[src/rtl/spi_rect_fill.sv]
// rtl/spi_rect_fill.sv - paints a solid RGB565 rectangle on the SPI LCD
// Emits CASET/PASET/RAMWR plus pixel bytes to a byte-level transmitter over valid/ready.
module spi_rect_fill #(
  parameter int H_RES = 240,
  parameter int V_RES = 320
) (
  input  logic        i_clk,
  input  logic        i_rst,
  input  logic        i_start,
  input  logic [15:0] i_x0,
  input  logic [15:0] i_x1,
  input  logic [15:0] i_y0,
  input  logic [15:0] i_y1,
  input  logic [15:0] i_color,
  output logic        o_tx_valid,
  output logic [7:0]  o_tx_data,
  output logic        o_tx_dc,
  input  logic        i_tx_ready,
  output logic        o_busy,
  output logic        o_done,
  output logic        o_err
);

  typedef enum logic [2:0] {
    S_IDLE, S_CASET_CMD, S_CASET_DATA, S_PASET_CMD,
    S_PASET_DATA, S_RAMWR_CMD, S_PIXELS, S_DONE
  } state_t;

  localparam logic [15:0] X_LIM = 16'(H_RES);
  localparam logic [15:0] Y_LIM = 16'(V_RES);

  state_t      state, state_nx;
  logic [15:0] x0_q, x1_q, y0_q, y1_q, color_q;
  logic [16:0] npix_q, pix_cnt;
  logic [1:0]  byte_idx;
  logic        err_q;

  logic        req_ok;
  logic        accept;
  logic        last_pixel;
  logic [16:0] width, height;
  logic [31:0] coord_word;

  assign req_ok = (i_x0 <= i_x1) && (i_x1 < X_LIM) && (i_y0 <= i_y1) && (i_y1 < Y_LIM);
  assign width  = {1'b0, i_x1 - i_x0} + 17'd1;
  assign height = {1'b0, i_y1 - i_y0} + 17'd1;
  assign accept = o_tx_valid && i_tx_ready;
  // A pixel completes when its low colour byte is accepted.
  assign last_pixel = byte_idx[0] && (pix_cnt == npix_q - 17'd1);
  assign coord_word = (state == S_CASET_DATA) ? {x0_q, x1_q} : {y0_q, y1_q};
  assign o_err = err_q;

  always_ff @(posedge i_clk or posedge i_rst) begin
    if (i_rst) begin
      state    <= S_IDLE;
      x0_q     <= '0;
      x1_q     <= '0;
      y0_q     <= '0;
      y1_q     <= '0;
      color_q  <= '0;
      npix_q   <= '0;
      pix_cnt  <= '0;
      byte_idx <= '0;
      err_q    <= 1'b0;
    end else begin
      state <= state_nx;
      err_q <= 1'b0;
      if (state == S_IDLE) begin
        pix_cnt  <= '0;
        byte_idx <= '0;
        if (i_start) begin
          if (req_ok) begin
            x0_q    <= i_x0;
            x1_q    <= i_x1;
            y0_q    <= i_y0;
            y1_q    <= i_y1;
            color_q <= i_color;
            npix_q  <= 17'(width * height);
          end else begin
            err_q <= 1'b1;
          end
        end
      end
      if (accept && (state == S_CASET_DATA || state == S_PASET_DATA || state == S_PIXELS))
        byte_idx <= byte_idx + 2'd1;
      if (accept && state == S_PIXELS && byte_idx[0])
        pix_cnt <= pix_cnt + 17'd1;
      if (state == S_DONE) begin
        pix_cnt  <= '0;
        byte_idx <= '0;
      end
    end
  end

  always_comb begin
    state_nx   = state;
    o_tx_valid = 1'b0;
    o_tx_data  = 8'h00;
    o_tx_dc    = 1'b0;
    o_busy     = 1'b1;
    o_done     = 1'b0;
    case (state)
      S_IDLE: begin
        o_busy = 1'b0;
        if (i_start && req_ok) state_nx = S_CASET_CMD;
      end
      S_CASET_CMD: begin
        o_tx_valid = 1'b1;
        o_tx_data  = 8'h2A;
        if (accept) state_nx = S_CASET_DATA;
      end
      S_CASET_DATA, S_PASET_DATA: begin
        o_tx_valid = 1'b1;
        o_tx_dc    = 1'b1;
        case (byte_idx)
          2'd0:    o_tx_data = coord_word[31:24];
          2'd1:    o_tx_data = coord_word[23:16];
          2'd2:    o_tx_data = coord_word[15:8];
          default: o_tx_data = coord_word[7:0];
        endcase
        if (accept && byte_idx == 2'd3)
          state_nx = (state == S_CASET_DATA) ? S_PASET_CMD : S_RAMWR_CMD;
      end
      S_PASET_CMD: begin
        o_tx_valid = 1'b1;
        o_tx_data  = 8'h2B;
        if (accept) state_nx = S_PASET_DATA;
      end
      S_RAMWR_CMD: begin
        o_tx_valid = 1'b1;
        o_tx_data  = 8'h2C;
        if (accept) state_nx = S_PIXELS;
      end
      S_PIXELS: begin
        o_tx_valid = 1'b1;
        o_tx_dc    = 1'b1;
        o_tx_data  = byte_idx[0] ? color_q[7:0] : color_q[15:8];
        if (accept && last_pixel) state_nx = S_DONE;
      end
      S_DONE: begin
        o_busy   = 1'b0;
        o_done   = 1'b1;
        state_nx = S_IDLE;
      end
      default: begin
        o_busy   = 1'b0;
        state_nx = S_IDLE;
      end
    endcase
  end

endmodule
[config.mk]
export PLATFORM = sky130hd
export DESIGN_NAME = spi_rect_fill
export DESIGN_NICKNAME = d
export VERILOG_FILES = /design/src/rtl/spi_rect_fill.sv
export SDC_FILE = /design/constraint.sdc
export NUM_CORES = 1
export LEC_CHECK = 0
export CAP_MARGIN = 40
export CORE_UTILIZATION = 49
export CTS_CLUSTER_SIZE = 10
export DETAILED_ROUTE_END_ITERATION = 8
export PLACE_DENSITY = 0.69
export SLEW_MARGIN = 20
export SYNTH_ARGS = -nofsm -noshare
export SYNTH_HDL_FRONTEND = slang
export SYNTH_SLANG_ARGS = --single-unit
[constraint.sdc]
create_clock -name i_clk -period 4.7 [get_ports i_clk]
set_input_delay 0.94 -clock i_clk [delete_from_list [all_inputs] [get_ports i_clk]]
set_output_delay 0.94 -clock i_clk [all_outputs]
set_load 0.01 [all_outputs]
; Word-level counts from Yosys, hierarchy flattened
; Index checks and enable logic that the tools add are counted.
[classes]
addsub = 7
reduce_logical = 23
n_eq_ne = 17
order_cmp = 4
mul = 1
n_mux = 25
[op_table]
columns = cell, count
row1 = two-way mux 17 bit, 3
row2 = one-hot mux 8 bit (5 select lines), 1
row3 = "adder 16 x 1 -> 17 bit, second input constant", 2
row4 = <= comparator 16 bit, 2
row5 = two-way mux 32 bit, 1
row6 = subtractor 16 bit, 2
row7 = one-hot mux 8 bit (3 select lines), 1
row8 = two-way mux 3 bit, 7
row9 = one-hot mux 3 bit (7 select lines), 1
row10 = "adder 17 x 1 -> 17 bit, second input constant", 1
row11 = equality test 17 bit, 1
row12 = multiplier 17 x 17 -> 17 bit, 1
row13 = "subtractor 17 x 1 -> 17 bit, second input constant", 1
row14 = "< comparator 16 x 8 -> 1 bit, second input constant", 1
row15 = "< comparator 16 x 9 -> 1 bit, second input constant", 1
row16 = "equality test 3 bit, second input constant", 4
row17 = logical AND 1 bit, 11
row18 = two-way mux 8 bit, 1
row19 = "!= test 2 bit, second input constant", 4
row20 = two-way mux 1 bit, 7
row21 = "equality test 3 x 2 -> 1 bit, second input constant", 2
row22 = two-way mux 2 bit, 3
row23 = AND reduction 6 bit, 1
row24 = nonzero test 3 bit, 2
row25 = other kinds (12), 16
[word_totals]
word_cells = 87
reg_bits = 120

; Depth between registers and ports, before layout
; Gate-level depths: netlist of the first run.
[logic_depth]
ltp_word = 8
depth_mapped = 32
mapped_depth_nobuf = 32

; Least setup slack after synthesis of the first run
; OpenSTA, ideal clock, no wires.
[synth_path]
path_kind = input to register
startpoint = in i_y1[0]
endpoint = reg npix_q[16]
t_arrival_ps = 8590
path_slack_ps = -4015
path_stages = 30
cell_sequence = inv_1 -> ha_1 -> fa_1 -> nand2b_1 -> a21o_1 -> a211oi_1 -> nor3_1 -> xnor2_1 -> inv_1 -> and2_1 -> fa_1 -> inv_1 -> fa_1 -> inv_1 -> fa_1 -> inv_1 -> fa_1 -> inv_1 -> fa_1 -> inv_1 -> fa_1 -> inv_1 -> ha_1 -> and3_1 -> a21oi_1 -> a31oi_1 -> xnor2_1 -> xnor3_1 -> xnor3_1 -> mux2_4
[synth_between]
elab_chain_len = 4
word_cells_on_any_way = 8
classes_between = add/sub: 2 / mul: 1 / order compare: 2 / reduce/logical: 3
[synth_rtl]
columns = item, line
row1 = "start, declared", 13  ; input logic [15:0] i_y1,
row2 = "parallel branches: the longest is 4 deep, another holds adder 16 x 1 -> 17 bit", --
row3 = "end signal, assigned", 78  ; npix_q <= 17'(width * height);
row4 = "end, declared", 34  ; logic [16:0] npix_q, pix_cnt;
; Several ways; the timed one is not identified.
; A chain may end at the register's enable or synchronous reset.

; Final worst setup path of the first run
[layout_path]
startpoint = in i_x0[9]
endpoint = reg npix_q[16]
[layout_between]
elab_chain_len = 5
word_cells_on_any_way = 8
classes_between = add/sub: 2 / mul: 1 / order compare: 1 / reduce/logical: 4
[layout_rtl]
columns = item, line
row1 = "start, declared", 10  ; input logic [15:0] i_x0,
row2 = "parallel branches: the longest is 5 deep, another holds adder 16 x 1 -> 17 bit", --
; Several ways; the timed one is not identified.

==> flow_summary.yaml, run 1 <==
global_routing:
  grt-ovfl-total: 0
  antenna_found_initial: 0
  grt_pass1_vias: 12900
  grt_max_degree: 84
  track_usage_pct: 30.9
  grt_pass1_wl_mm: 64.6
sta:
  fmax_mhz: 128
  drv_slew: 0
  rsz0062_at_grt: "true"
  fin_skew_ns: 0.00781
  period_needed_ns: 7.82
  fin_crit_sh_pct: 166
  hold_viol: 0
  whs_ns: 0.465
  setup-violations-final: 12
  timing.slew.headroom_pct: 50.3
  worst_pin_slew_ns: 0.746
  worst_slack_ns: -3.12
routing:
  via_per_inst: 5.44
  drt-total-wl_mm: 40.0
  drtIter0Drc: 1212
  drt-pass1-iter-count: 6
  vias: 12600
  antenna_left: 0
  wire_per_inst_um: 17.3
  drc: 0
setup_path:
  cp_top_family: "adder cells"
  cp_num_buf_inv: 7
  crit_path_start_kind: "input pin"
  crit_required_ns: 5.02
  crit_type: "in2reg"
  cp_common_cell: "fa_1"
  crit_path_max_incr_delay_ns: 0.59
  endpoint_kind: "register"
  crit_fanout: 8
  crit_arrival_ns: 8.14
  crit_slowest_cell: "fa_1"
clock_tree:
  clockRootBuffer: "clkbuf_16"
  cts.sinks: 120
  insertion_delay_ns: 0.43
  cts_tree: "done"
  h-tree-depth: 4
  path_clk_slew_ns: 0.07
  numCtsBuffers: 17
  cts_buffer_depth: 2
final_layout:
  num-nets-final: 2238
  fin_cells: 2308
  fillerInstances: 1818
  layout-drive-gt1-share_pct: 31.4
  diodes: 0
  design_area_um2: 18800
  synthToLayoutAreaGrowth_pct: 45.8
synth:
  yosys_warnings: 0
  syn-num-nets: 1840
  synthFlopType: "dfrtp_1"
  yosysSeqAreaShare_pct: 23.3
  syn_area_per_cell_um2: 8.22
  synth_area_leader_cell: "dfrtp_1"
  synth.cell_area_um2: 12900
  synth_edf_count: 0
  synth_top_cell_area_share_pct: 23.3
  synthCells: 1567
  async_flop_share_pct: 100
  synth_area_leaders: "dfrtp_1 23%, fa_1 15%, ha_1 9.0%, nand2_1 8.3%, inv_1 6.1%"
  ys_seq_elements: 120
  synth_cell_type_count: 86
place:
  place_hpwl_mm: 30.1
  dp.cells: 2221
  place_congestion: 0.911
  place_area_um2: 16600
  place_ws_ns: -4.19
  io_buffers: 96
die:
  start_util_pct: 50.6
  die_x_um: 164
  die_area_um2: 26900
  die_h_um: 164
  core_um2: 25500
  ios: 97
  rows: 58
flow_run:
  maxCapViolations: 0
run_status:
  outcome: "finished, violations left"
  violations: "setup timing"
worst_hold_path:
  hp-class: "reg2reg"
## worst min-delay path, delay by kind of cell, from the launching register on
family           cells  cell delay, ns
DFF                  1            0.34
and+or+nand+nor      2            0.10
## final timing paths
kind                                          from                      end  slack [ns]  depth (start not counted)
setup / recovery                           i_x0[9]   npix_q[16]$_DFFE_PP0P_       -3.12                         29
max in group asynchronous                    i_rst    npix_q[9]$_DFFE_PP0P_        3.22                          3
hold / removal             color_q[11]$_DFFE_PP0P_  color_q[11]$_DFFE_PP0P_        0.47                          2
min in group asynchronous                    i_rst     state[1]$_DFFE_PP0P_        0.85                          2
hold reg to reg            color_q[11]$_DFFE_PP0P_  color_q[11]$_DFFE_PP0P_        0.47                          2
setup reg to reg              state[2]$_DFFE_PP0P_     state[0]$_DFFE_PP0P_        1.79                          9
## sequential cells by signal, summed over array words and instances, names as in the netlist
register and count:
byte_idx 2, npix_q 17, color_q 16, x1_q 16, y1_q 16, pix_cnt 17
o_err 1, x0_q 16, y0_q 16, state 3
## layout make-up
type	count	area (µm²)	area share (%)
flip-flops and latches	120	3000	16.0
multi-input cells	1180	10200	54.6
inverters	210	818	4.36
repair buffers	436	3680	19.6
clock inverters	14	163	0.867
clock buffers	18	439	2.34
well taps	330	413	2.20
## per-layer routing
metal  global-route usage (%)  vias up  wire [µm]
met5                        0        -          0
met3                     4.75       74       2180
met1                     39.9     6152      17300
met2                     53.4      364      19600
met4                     9.18        0        952
li1                         -     5973          -
## synth_stat cells, types with 4 or more instances
cell type	number
nand2_1	285
inv_1	209
dfrtp_1	120
o21ai_0	97
fa_1	96
ha_1	93
nor2_1	91
xnor2_1	78
a21oi_1	63
clkbuf_1	48
and2_1	45
xor2_1	32
nand3_1	31
nand4_1	21
nand2b_1	18
a222oi_1	16
mux2i_1	14
nor3_1	14
nor2b_1	13
o211ai_1	13
and3_1	11
nor4_1	11
a211oi_1	9
a21o_1	9
a31oi_1	7
o21bai_1	6
o22ai_1	6
o31ai_1	6
or3_1	6
nand3b_1	5
o21a_1	5
or2_2	5
a21boi_0	4
buf_1	4
mux2_2	4
## stage by stage
stage / util (%) / setup TNS [ns]
final: 73.7 / -22.93
after global routing: 73.7 / -25.31
after CTS: 72.5 / -22.26
after detailed placement: 65.1 / -62.03
after global placement: 65.0 / -52.85
after floorplan: - / -21.55
## placed cells by master, fill, tap and decap left out, types with 15 or more instances in the layout
cell type        netlist  final
nor2_1                91     85
inv_2                  0     44
o21ai_0               97     82
ha_1                  93     53
clkdlybuf4s50_1        0     63
dfrtp_1              120    120
o21ai_1                2     15
fa_1                  96     85
buf_4                  0    301
clkbuf_16              0     17
xnor2_2                0     18
buf_6                  2     38
and2_1                45     40
a21oi_1               63     46
ha_4                   0     38
nand3_1               31     28
a222oi_1              16     16
xnor2_1               78     52
xor2_1                32     29
inv_1                209    161
nand2_1              285    278
dlygate4sd2_1          0     18
nand4_1               21     21
nand2b_1              18     15
## repair_timing
| action | CTS | global route |
|---|---|---|
| resized for setup | 267 | 47 |
| setup buffers | 48 | 12 |
| pin swaps | 113 | 46 |
| endpoints found under the hold margin | 0 | 0 |
| hold buffers | 0 | 0 |
| endpoints found under the setup margin | 14 | 13 |
## cell families (layout without fill, tap and decap cells)
group,Yosys count,count (layout),share of synthesized area [%]
AO/OA/AOI/OAI,278,278,14.0
multiplexers,19,19,1.55
buffers and inverters,267,678,7.93
AND/OR/NAND/NOR,580,580,21.0
adder cells (fa/ha/maj),189,189,24.0
XOR/XNOR,114,114,8.20
flip-flops,120,120,23.3
Power of run 1 is left out: the tool's default activity adds up to more than one toggle a clock period on the data nets, which glitch-free logic cannot reach.
==> run 2: changes to the inputs <==
--- a/config.mk
+++ b/config.mk
@@ -6,10 +6,11 @@
 export NUM_CORES = 1
 export LEC_CHECK = 0
 export CAP_MARGIN = 40
+export CORE_ASPECT_RATIO = 0.5
 export CORE_UTILIZATION = 49
 export CTS_CLUSTER_SIZE = 10
 export DETAILED_ROUTE_END_ITERATION = 8
-export PLACE_DENSITY = 0.69
+export PLACE_DENSITY = 0.71
 export SLEW_MARGIN = 20
 export SYNTH_ARGS = -nofsm -noshare
 export SYNTH_HDL_FRONTEND = slang
==> constraint.sdc (replaced) <==
create_clock -name i_clk -period 6.75 [get_ports i_clk]
set_input_delay 1.35 -clock i_clk [delete_from_list [all_inputs] [get_ports i_clk]]
set_output_delay 1.35 -clock i_clk [all_outputs]
set_load 0.01 [all_outputs]
==> flow_summary.yaml, run 2 (same netlist as run 1, synthesis figures left out) <==
place:
  place_congestion: 0.988
  io_buffers: 96
  place_hpwl_mm: 32.5
  place_area_um2: 16600
  dp.cells: 2241
setup_path:
  cp_common_cell: "xnor2_1"
  crit_path_start_kind: "input pin"
  worst-r2r-cell-count: 9
  endpoint_kind: "register"
  crit_required_ns: 7.07
  crit_path_max_incr_delay_ns: 0.55
  crit_fanout: 4
  crit_slowest_cell: "fa_1"
  crit_arrival_ns: 8.83
  crit_type: "in2reg"
sta:
  tns_ns: -6.96
  fin_crit_sh_pct: 126
  worst_pin_slew_ns: 0.752
  setup-violations-final: 9
  period_needed_ns: 8.51
  fmax_mhz: 117
  worst_slack_ns: -1.76
  timing.slew.headroom_pct: 49.7
  fin_skew_ns: 0.0102
  hold_viol: 0
  drv_slew: 0
  rsz0062_at_grt: "true"
die:
  die_area_um2: 27000
  die_x_um: 231
  start_util_pct: 50.5
  die_h_um: 117
  rows: 41
  core_um2: 25500
  ios: 97
clock_tree:
  numCtsBuffers: 17
  clockRootBuffer: "clkbuf_16"
  path_clk_slew_ns: 0.07
  cts_tree: "done"
  cts.sinks: 120
  cts_buffer_depth: 2
  h-tree-depth: 4
  insertion_delay_ns: 0.43
final_layout:
  fin_cells: 2319
  num-nets-final: 2235
  final_cell_mix: "302 x buf_4, 279 x nand2_1, 169 x inv_1, 120 x dfrtp_1, 90 x fa_1"
  final_common_cell: "buf_4"
  design_area_um2: 18500
  diodes: 0
  layout-drive-gt1-share_pct: 29.3
  reg.largest.list: "npix_q x17, pix_cnt x17"
  synthToLayoutAreaGrowth_pct: 44.0
routing:
  drt-pass1-iter-count: 6
  drtIter0Drc: 1111
  antenna_left: 0
  vias: 13000
  drt-total-wl_mm: 43.1
  drc: 0
  via_per_inst: 5.59
  wire_per_inst_um: 18.6
run_status:
  violations: "setup timing"
  outcome: "finished, violations left"
global_routing:
  grt_pass1_wl_mm: 68.0
  antenna_found_initial: 0
  grt-ovfl-total: 0
  grt_pass1_vias: 13300
  grt_max_degree: 88
  track_usage_pct: 32.5
worst_hold_path:
  min_path_cells: 2
  hp-class: "reg2reg"
flow_run:
  maxCapViolations: 0
## run 2: changes by cell type in the layout (fill, tap and decap cells not counted), moves of 5 or more
cell | before | now
inv_2 | 44 | 36
fa_2 | 11 | 6
o21ai_2 | 3 | 9
inv_1 | 161 | 169
fa_1 | 85 | 90
xnor2_2 | 18 | 10
buf_6 | 38 | 32
ha_1 | 53 | 64
ha_4 | 38 | 26
xnor2_1 | 52 | 60
## run 2: area by class of cell
cell class	instances	area, µm²
multi-input cells	1181	10000
fillers	1793	6960
repair buffers	432	3650
flip-flops and latches	120	3000
inverters	210	818
clock buffers	18	439
well taps	344	430
clock inverters	14	171
## run 2: layer usage
| layer | GRT usage (%) | wire, µm | up-vias |
|---|---|---|---|
| met5 | 0 | 0 | - |
| met4 | 11.0 | 1280 | 0 |
| met1 | 43.4 | 18300 | 6325 |
| met2 | 54.4 | 20200 | 543 |
| li1 | - | - | 5965 |
| met3 | 4.98 | 3260 | 124 |
## run 2: final timing paths
kind	start	endpoint	slack, ns
worst max-delay path	i_y0[7]	npix_q[16]$_DFFE_PP0P_	-1.76
worst min-delay path	color_q[8]$_DFFE_PP0P_	color_q[8]$_DFFE_PP0P_	0.47
worst max register to register	state[2]$_DFFE_PP0P_	state[0]$_DFFE_PP0P_	3.92
worst min register to register	color_q[8]$_DFFE_PP0P_	color_q[8]$_DFFE_PP0P_	0.47
max in group asynchronous	i_rst	y1_q[4]$_DFFE_PP0P_	4.24
min in group asynchronous	i_rst	pix_cnt[13]$_DFFE_PP0P_	1.28
## run 2: worst max-delay path: cells and delay by family
family / cells / cell delay, ns
adder cells (fa/ha/maj): 7 / 2.69
XOR/XNOR: 8 / 1.62
buffers and inverters: 4 / 0.80
AND/OR/NAND/NOR: 3 / 1.00
AO/OA/AOI/OAI: 4 / 1.09
multiplexers: 1 / 0.27
## run 2: repair_timing
item,in CTS,in global routing
pin swaps,80,68
gates resized for setup,189,84
endpoints found under the setup margin,11,10
hold buffers,0,0
cloned,1,0
buffers inserted,41,15
## run 2: through the flow
stage / setup WS [ns] / hold WS, ns / util [%]
2_1_floorplan: -1.57 / 0.433 / -
3_3_place_gp: -2.48 / 0.443 / 65.0
3_5_place_dp: -2.63 / 0.456 / 65.1
4_1_cts: -1.69 / 0.473 / 71.5
5_1_grt: -1.99 / 0.495 / 72.7
6_report: -1.76 / 0.466 / 72.7
Power of run 2 is left out for the same reason.
